File: src/rtl/axi_mport_rd_ctrl.sv
// Multi-port AXI read controller: round-robin arbitration between requester
// ports, one outstanding INCR burst at a time, per-port beat/done/error strobes.
module axi_mport_rd_ctrl #(
  parameter int unsigned NUM_PORTS = 3,
  parameter int unsigned ADDR_W    = 28,
  parameter int unsigned DATA_W    = 128,
  parameter int unsigned LEN_W     = 4
) (
  input  logic                      clk,
  input  logic                      rst_n,
  input  logic [NUM_PORTS-1:0]      req_valid,
  input  logic [NUM_PORTS*ADDR_W-1:0] req_addr,
  input  logic [NUM_PORTS*LEN_W-1:0]  req_len,
  output logic [NUM_PORTS-1:0]      req_ready,
  output logic [DATA_W-1:0]         rd_data,
  output logic [NUM_PORTS-1:0]      rd_data_en,
  output logic [NUM_PORTS-1:0]      rd_done,
  output logic [NUM_PORTS-1:0]      rd_err,
  output logic [ADDR_W-1:0]         axi_araddr,
  output logic [3:0]                axi_arid,
  output logic [LEN_W-1:0]          axi_arlen,
  output logic [2:0]                axi_arsize,
  output logic [1:0]                axi_arburst,
  output logic                      axi_arvalid,
  input  logic                      axi_arready,
  input  logic [DATA_W-1:0]         axi_rdata,
  input  logic [3:0]                axi_rid,
  input  logic [1:0]                axi_rresp,
  input  logic                      axi_rvalid,
  input  logic                      axi_rlast,
  output logic                      axi_rready
);

  localparam int unsigned IDX_W   = (NUM_PORTS > 1) ? $clog2(NUM_PORTS) : 1;
  localparam logic [2:0]  AR_SIZE = 3'($clog2(DATA_W / 8));

  typedef enum logic [1:0] {
    S_IDLE,
    S_ADDR,
    S_DATA
  } state_e;

  state_e               state_q, state_d;
  logic [IDX_W-1:0]     grant_q, grant_d;
  logic [IDX_W-1:0]     last_q, last_d;
  logic [ADDR_W-1:0]    addr_q, addr_d;
  logic [LEN_W-1:0]     len_q, len_d;
  logic [LEN_W:0]       beat_q, beat_d;
  logic                 err_q, err_d;
  logic [NUM_PORTS-1:0] done_q, done_d;
  logic [NUM_PORTS-1:0] rderr_q, rderr_d;

  logic [IDX_W-1:0]     pick;
  logic                 found;
  logic [NUM_PORTS-1:0] pick_vec;
  logic [NUM_PORTS-1:0] grant_vec;
  logic                 beat;
  logic                 beat_err;

  // Rotating priority: ports above last_grant first, then wrap to the low ports.
  always_comb begin
    found = 1'b0;
    pick  = last_q;
    for (int unsigned i = 0; i < NUM_PORTS; i++) begin
      if (!found && req_valid[i] && (i > 32'(last_q))) begin
        pick  = IDX_W'(i);
        found = 1'b1;
      end
    end
    for (int unsigned i = 0; i < NUM_PORTS; i++) begin
      if (!found && req_valid[i] && (i <= 32'(last_q))) begin
        pick  = IDX_W'(i);
        found = 1'b1;
      end
    end
  end

  assign pick_vec  = found ? (NUM_PORTS'(1) << pick) : '0;
  assign grant_vec = NUM_PORTS'(1) << grant_q;

  always_comb begin
    state_d  = state_q;
    grant_d  = grant_q;
    last_d   = last_q;
    addr_d   = addr_q;
    len_d    = len_q;
    beat_d   = beat_q;
    err_d    = err_q;
    done_d   = '0;
    rderr_d  = '0;
    beat     = 1'b0;
    beat_err = 1'b0;
    case (state_q)
      S_IDLE: begin
        if (found) begin
          grant_d = pick;
          last_d  = pick;
          for (int unsigned i = 0; i < NUM_PORTS; i++) begin
            if (pick == IDX_W'(i)) begin
              addr_d = req_addr[i*ADDR_W +: ADDR_W];
              len_d  = req_len[i*LEN_W +: LEN_W];
            end
          end
          state_d = S_ADDR;
        end
      end
      S_ADDR: begin
        if (axi_arready) begin
          beat_d  = '0;
          err_d   = 1'b0;
          state_d = S_DATA;
        end
      end
      S_DATA: begin
        if (axi_rvalid) begin
          beat = 1'b1;
          // A full count without rlast is flagged on the beat that reaches len+1.
          beat_err = (axi_rresp != 2'b00) || (axi_rid != 4'(grant_q)) ||
                     (axi_rlast ? (beat_q != {1'b0, len_q}) : (beat_q == {1'b0, len_q}));
          beat_d = beat_q + 1'b1;
          err_d  = err_q | beat_err;
          if (axi_rlast) begin
            done_d  = grant_vec;
            rderr_d = (err_q | beat_err) ? grant_vec : '0;
            state_d = S_IDLE;
          end
        end
      end
      default: state_d = S_IDLE;
    endcase
  end

  always_ff @(posedge clk or negedge rst_n) begin
    if (!rst_n) begin
      state_q <= S_IDLE;
      grant_q <= '0;
      last_q  <= IDX_W'(NUM_PORTS - 1);
      addr_q  <= '0;
      len_q   <= '0;
      beat_q  <= '0;
      err_q   <= 1'b0;
      done_q  <= '0;
      rderr_q <= '0;
    end else begin
      state_q <= state_d;
      grant_q <= grant_d;
      last_q  <= last_d;
      addr_q  <= addr_d;
      len_q   <= len_d;
      beat_q  <= beat_d;
      err_q   <= err_d;
      done_q  <= done_d;
      rderr_q <= rderr_d;
    end
  end

  assign req_ready   = (rst_n && (state_q == S_IDLE)) ? pick_vec : '0;
  assign axi_arvalid = (state_q == S_ADDR);
  assign axi_araddr  = addr_q;
  assign axi_arlen   = len_q;
  assign axi_arid    = 4'(grant_q);
  assign axi_arsize  = AR_SIZE;
  assign axi_arburst = 2'b01;
  assign axi_rready  = (state_q == S_DATA);
  assign rd_data     = axi_rdata;
  assign rd_data_en  = beat ? grant_vec : '0;
  assign rd_done     = done_q;
  assign rd_err      = rderr_q;

endmodule
File: config.mk
export PLATFORM = sky130hd
export DESIGN_NAME = axi_mport_rd_ctrl
export DESIGN_NICKNAME = d
export VERILOG_FILES = /design/src/rtl/axi_mport_rd_ctrl.sv
export SDC_FILE = /design/constraint.sdc
export NUM_CORES = 1
export LEC_CHECK = 0
export BUFFER_PORTS_ARGS = -buffer_cell sky130_fd_sc_hd__buf_2
export CAP_MARGIN = 20
export CORE_AREA = 5 5 161 163
export CTS_CLUSTER_SIZE = 40
export DETAILED_ROUTE_END_ITERATION = 7
export DIE_AREA = 0 0 166 168
export MAX_ROUTING_LAYER = met4
export REMOVE_ABC_BUFFERS = 1
export SLEW_MARGIN = 20
export SYNTH_ARGS = -nofsm -noshare
export SYNTH_HDL_FRONTEND = slang
export SYNTH_SLANG_ARGS = --single-unit
export TNS_END_PERCENT = 50
File: constraint.sdc
create_clock -name clk -period 1.92 [get_ports clk]
set_input_delay 0.288 -clock clk [delete_from_list [all_inputs] [get_ports clk]]
set_output_delay 0.288 -clock clk [all_outputs]
set_load 0.01 [all_outputs]
Word level (Yosys, flattened, before mapping)

Cells that the tools add are included.

Register bits: 50
Bits of input ports: 238
Output and inout bits: 183

Add/sub/neg operators: 1
Magnitude comparators: 4
Equal/unequal tests: 11
Shift operators: 2
Multiplexer cells: 40
Bitwise operators: 1
Reductions and logical operators: 24

Operators by type and width:

| cell                                                         | number |
|---|---|
| 2-to-1 mux 28 bit                                            | 3 |
| 2-to-1 mux 3 bit                                             | 10 |
| 2-to-1 mux 2 bit                                             | 9 |
| 2-to-1 mux 4 bit                                             | 3 |
| 2-to-1 mux 1 bit                                             | 10 |
| 2-to-1 mux 5 bit                                             | 2 |
| one-hot mux 5 bit (2 select lines)                           | 1 |
| logical AND 1 bit                                            | 9 |
| != test 2 bit, second input constant                         | 3 |
| one-hot mux 2 bit (3 select lines)                           | 1 |
| AND reduction 3 bit                                          | 2 |
| << shifter 1 x 2 -> 3 bit, first input constant              | 2 |
| adder 5 x 1 -> 5 bit, second input constant                  | 1 |
| == test 5 x 4 -> 1 bit                                       | 1 |
| != test 5 x 4 -> 1 bit                                       | 1 |
| == test 2 x 1 -> 1 bit, second input constant                | 2 |
| == test 2 bit, second input constant                         | 2 |
| zero test 1 bit                                              | 4 |
| zero test 2 bit                                              | 2 |
| != test 4 x 2 -> 1 bit                                       | 1 |
| AND reduction 4 bit                                          | 1 |
| nonzero test 2 bit                                           | 2 |
| nonzero test 3 bit                                           | 1 |
| greater-than comparator 1 x 2 -> 1 bit, first input constant | 1 |
| other kinds (8)                                              | 9 |

Longest topological paths before layout

Depth in word-level cells: 22
Gate-level depth with buffers: 7
Gate-level depth less buffers: 4

Worst setup path before layout

No wires, ideal clock.

Path type: reg2out
Start: reg state_q[0]
End: out req_ready[0]
Arrival: 1.388 ns
Required time: 1.632 ns
Path slack: 0.244 ns
Cell stages (with the launch flop): 6
Buffers on the path: 2
Path through: dfrtp_1 -> clkbuf_1 -> nor3_2 -> buf_2 -> nand2_1 -> a21oi_1

Cells in the longest elaborated chain, start to end: 3

Ends and longest elaborated chain:

| what                     | RTL line | source |
|---|---|---|
| start: declaration       | 43       | `state_e state_q, state_d;` |
| start signal: assignment | 145      | `state_q <= state_d;` |
| zero test 2 bit          | 157      | `assign req_ready = (rst_n && (state_q == S_IDLE)) ? pick_vec : '0;` |
| logical AND 1 bit        | 157      |  |
| 2-to-1 mux 3 bit         | 157      |  |
| end: declaration         | 14       | `output logic [NUM_PORTS-1:0] req_ready,` |

No other way between the ends.

Worst setup path after layout

Start: reg last_q[1]
End: out req_ready[2]

Cells in the longest elaborated chain, start to end: 21

Ends and longest elaborated chain:

| what                                   | RTL line | source |
|---|---|---|
| start: declaration                     | 45       | `logic [IDX_W-1:0] last_q, last_d;` |
| start signal: assignment               | 137      | `last_q <= IDX_W'(NUM_PORTS - 1);` |
| start signal: assignment               | 147      | `last_q <= last_d;` |
| greater-than comparator 1 x 2 -> 1 bit | 65       | `if (!found && req_valid[i] && (i > 32'(last_q))) begin` |
| logical AND 1 bit                      | 65       |  |
| 2-to-1 mux 1 bit                       | 65       |  |
| zero test 1 bit                        | 65       |  |
| logical AND 1 bit (2 in series)        | 65       |  |
| 2-to-1 mux 1 bit                       | 65       |  |
| zero test 1 bit                        | 71       | `if (!found && req_valid[i] && (i <= 32'(last_q))) begin` |
| logical AND 1 bit                      | 71       |  |
| [2 not listed]                         | --       |  |
| logical AND 1 bit (2 in series)        | 71       |  |
| 2-to-1 mux 1 bit                       | 71       |  |
| zero test 1 bit                        | 71       |  |
| logical AND 1 bit (2 in series)        | 71       |  |
| 2-to-1 mux 2 bit                       | 71       |  |
| << shifter 1 x 2 -> 3 bit              | 78       | `assign pick_vec = found ? (NUM_PORTS'(1) << pick) : '0;` |
| 2-to-1 mux 3 bit (*)                   | 78       |  |
| 2-to-1 mux 3 bit (*)                   | 157      |  |

Every way passes the cells marked *; elsewhere a longest branch is shown, timed or not.

==> flow_metrics.py <==
metrics = {
    "status": {
        "status": "finished with violations",
        "failed_checks": "negative setup slack",
    },
    "finish": {
        "syn_to_final_growth_pct": 11.1,
        "final_layout_size_suffix_gt1_frac": 0.432,
        "final_nets": 784,
        "fillerInstances": 2676,
    },
    "die": {
        "fp.coreArea_um2": 24200,
        "die_w_um": 166,
        "pin_count": 421,
        "num_rows": 57,
        "start_util": 0.184,
        "dieArea_um2": 27900,
        "die_h_um": 168,
    },
    "timing": {
        "layout_setup_ws_ns": -0.0171,
        "setup_tns_ns": -0.0254,
        "slew_headroom": 0.441,
        "drv_slew": 0,
        "max_freq_mhz": 516,
        "fin_crit_sh": 1.01,
        "rsz0062_at_grt": "yes",
        "min_period_ns": 1.94,
        "finClkSkew_ns": 0.0152,
        "setup_viol": 2,
        "worstMarginPinSlew_ns": 0.837,
        "finalHoldViolCount": 0,
    },
    "global_route": {
        "antenna_found_initial": 4,
        "grt_pass1_wl_um": 44400,
        "grt_max_degree": 43,
        "grt_use_total": 0.248,
        "gr-total-overflow": 0,
        "grt_pass1_vias": 4107,
    },
    "job": {
        "max_cap_violations": 0,
    },
    "power_and_ir_drop": {
        "p_per_area_nw_per_um2": 1400,
        "finalPower_mw": 6.91,
        "p_leak_nw": 2.13,
        "vdd_drop_max_v": 0.000433,
    },
    "synth": {
        "yosys_warnings": 0,
        "synth_top_cell_area_share": 0.270,
        "synth_seq_cells": 49,
        "seq_area_frac_synth": 0.276,
        "netlist_area_um2": 4450,
        "synth_area_leaders": "dfrtp_1 27%, buf_4 23%, a2111o_1 8.1%, a32oi_1 6.3%, o21ai_1 4.8%",
        "synth_top_area_cell": "dfrtp_1",
        "synthFlopType": "dfrtp_1",
        "synth_cell_types": 43,
        "avgSynthCellArea_um2": 8.48,
        "synth-edff-count": 0,
        "async_flop_share": 1.00,
        "synthCells": 524,
    },
    "clocking": {
        "cts.sinks": 49,
        "clk_pin_slew_ns": 0.08,
        "cts_inserted_buffers": 5,
        "cts_buffer_depth": 2,
        "cts_tree": "yes",
        "cts_root_buf": "clkbuf_16",
        "clk_latency_ns": 0.31,
        "htreeDepth": 2,
    },
    "worst_hold_path": {
        "min_from": "axi_arready",
        "worstHoldPathCells": 2,
        "hold_path.class": "input port to flop",
        "whs_endpoint": "state_q[0]",
    },
    "worst_setup_path": {
        "reg2reg_to": "axi_araddr[20]",
        "reg2regPathDepth": 4,
        "worst-setup-path-type": "flop to output pin",
        "startpoint": "last_q[1]",
        "startpoint_type": "flop",
        "regToRegSetupSlack_ns": 0.01,
        "worstPathArrival_ns": 1.65,
        "cp.required_ns": 1.63,
        "critPathCaptureType": "output pin",
        "cp_max_fo": 8,
        "reg2reg_from": "last_q[1]",
    },
    "place": {
        "gp_congestion": 0.897,
        "dp_hpwl_um": 30600,
        "io_buffers": 157,
    },
    "route": {
        "wirelength_um": 35000,
        "vias": 4101,
        "wl_per_cell_um": 40.0,
        "ant_nets": 0,
        "vias_per_cell": 4.69,
        "drt_iter0_drc": 211,
        "drc": 0,
        "first_pass_iters": 5,
    },
}
## sequential cells by signal (all words and copies together) (netlist names)
register and flops:
err_q 1, axi_arlen 4, axi_araddr 28, last_q 1, rd_done 3, grant_q 2
state_q 2, rd_err 3, beat_q 5
## per-layer routing
metal,global-route usage,up-vias,share of wire
met5,-,-,0
met4,0.0330,0,0.013
met3,0.291,17,0.26
met2,0.338,443,0.40
met1,0.234,1867,0.33
li1,-,1774,-
## per-stage QoR
stage	instances	instance area, um^2	worst slack (ns)	util	hold slack, ns
floorplan	356	3240	-0.723	-	-0.00759
global placement	857	4660	0.0593	0.193	0.179
detailed placement	857	4660	0.0407	0.193	0.184
CTS	868	4890	-0.0618	0.202	0.200
global route	874	4940	-0.0916	0.204	0.215
finish	874	4940	-0.0171	0.204	0.210
## synthesized netlist by cell type (4+ instances only)
| master | n |
|---|---|
| buf_2 | 13 |
| dfrtp_1 | 48 |
| and2_1 | 32 |
| buf_4 | 136 |
| nor2b_1 | 4 |
| nor2_1 | 7 |
| a2111o_1 | 32 |
| a32oi_1 | 32 |
| xor2_1 | 6 |
| o21ai_1 | 43 |
| clkbuf_1 | 15 |
| buf_6 | 7 |
| o21ai_0 | 26 |
| nand2_1 | 39 |
| nor4b_1 | 4 |
| or2_2 | 32 |
## kinds of logic (layout without fill, tap and decap cells)
group / Yosys count / after routing / synth area share
buffers and inverters: 174 / 191 / 0.277
AO/OA/AOI/OAI: 147 / 147 / 0.245
AND/OR/NAND/NOR: 142 / 142 / 0.179
flip-flops: 49 / 49 / 0.276
XOR/XNOR: 9 / 9 / 0.0177
other: 2 / 11 / 0.00169
adder cells (fa/ha/maj): 1 / 1 / 0.00281
## layout make-up
| cell class | count | area (um^2) | share of cell area |
|---|---|---|---|
| Multi-Input combinational cell | 306 | 2070 | 0.419 |
| Sequential cell | 49 | 1230 | 0.249 |
| Timing Repair Buffer | 182 | 1050 | 0.212 |
| Tap cell | 324 | 405 | 0.0820 |
| Clock buffer | 5 | 125 | 0.0253 |
| Clock inverter | 3 | 48.8 | 0.00988 |
| Antenna cell | 4 | 10.0 | 0.00203 |
| Inverter | 1 | 3.75 | 0.000760 |
## worst max-delay path, stage by stage (launching register included)
cell	delay [ns]
dfstp_2	0.62
nor4b_2	0.22
buf_4	0.16
a211oi_4	0.04
nor2_2	0.14
buf_2	0.16
## power breakdown
part           switching (mW)  leakage [nW]  internal (mW)
clock                   0.484        0.0820          0.627
sequential              0.443         0.612           1.48
combinational            2.22          1.44           1.65
## layout by cell type, fill, tap and decap left out, types with 2 or more instances in the layout
cell type	instances
a32oi_1	32
conb_1	7
nand2b_1	3
xor2_1	6
diode_2	4
and3b_1	3
nor4_1	2
buf_4	18
clkbuf_16	5
nand4_1	2
xnor2_1	3
dfrtp_2	3
dfrtp_1	45
buf_6	2
buf_12	5
buf_2	156
a21oi_1	2
nand2_1	38
and2_1	32
or2_2	32
nand3_1	3
a21boi_0	3
o21ai_1	45
nor2_1	6
nor3b_1	2
o21ai_0	24
or4_1	2
nor4b_1	3
nor2b_1	2
a2111o_1	32
o21a_1	2
nor3_1	2
## how the worst max path moves through the flow
stage | end | cells after the start
global route | req_ready[1] | 4
floorplan | req_ready[2] | 3
global placement | axi_araddr[2] | 5
finish | req_ready[2] | 5
detailed placement | axi_araddr[2] | 5
CTS | req_ready[0] | 4
## repair_timing
item | in CTS | in global routing
gates resized for setup | 10 | 6
setup endpoints to repair | 5 | 38
hold buffers | 1 | 0
gates cloned | 0 | 0
setup buffers | 2 | 2
hold endpoints to repair | 7 | 0
pin swaps | 3 | 48
(Power assumes the default switching activity.)
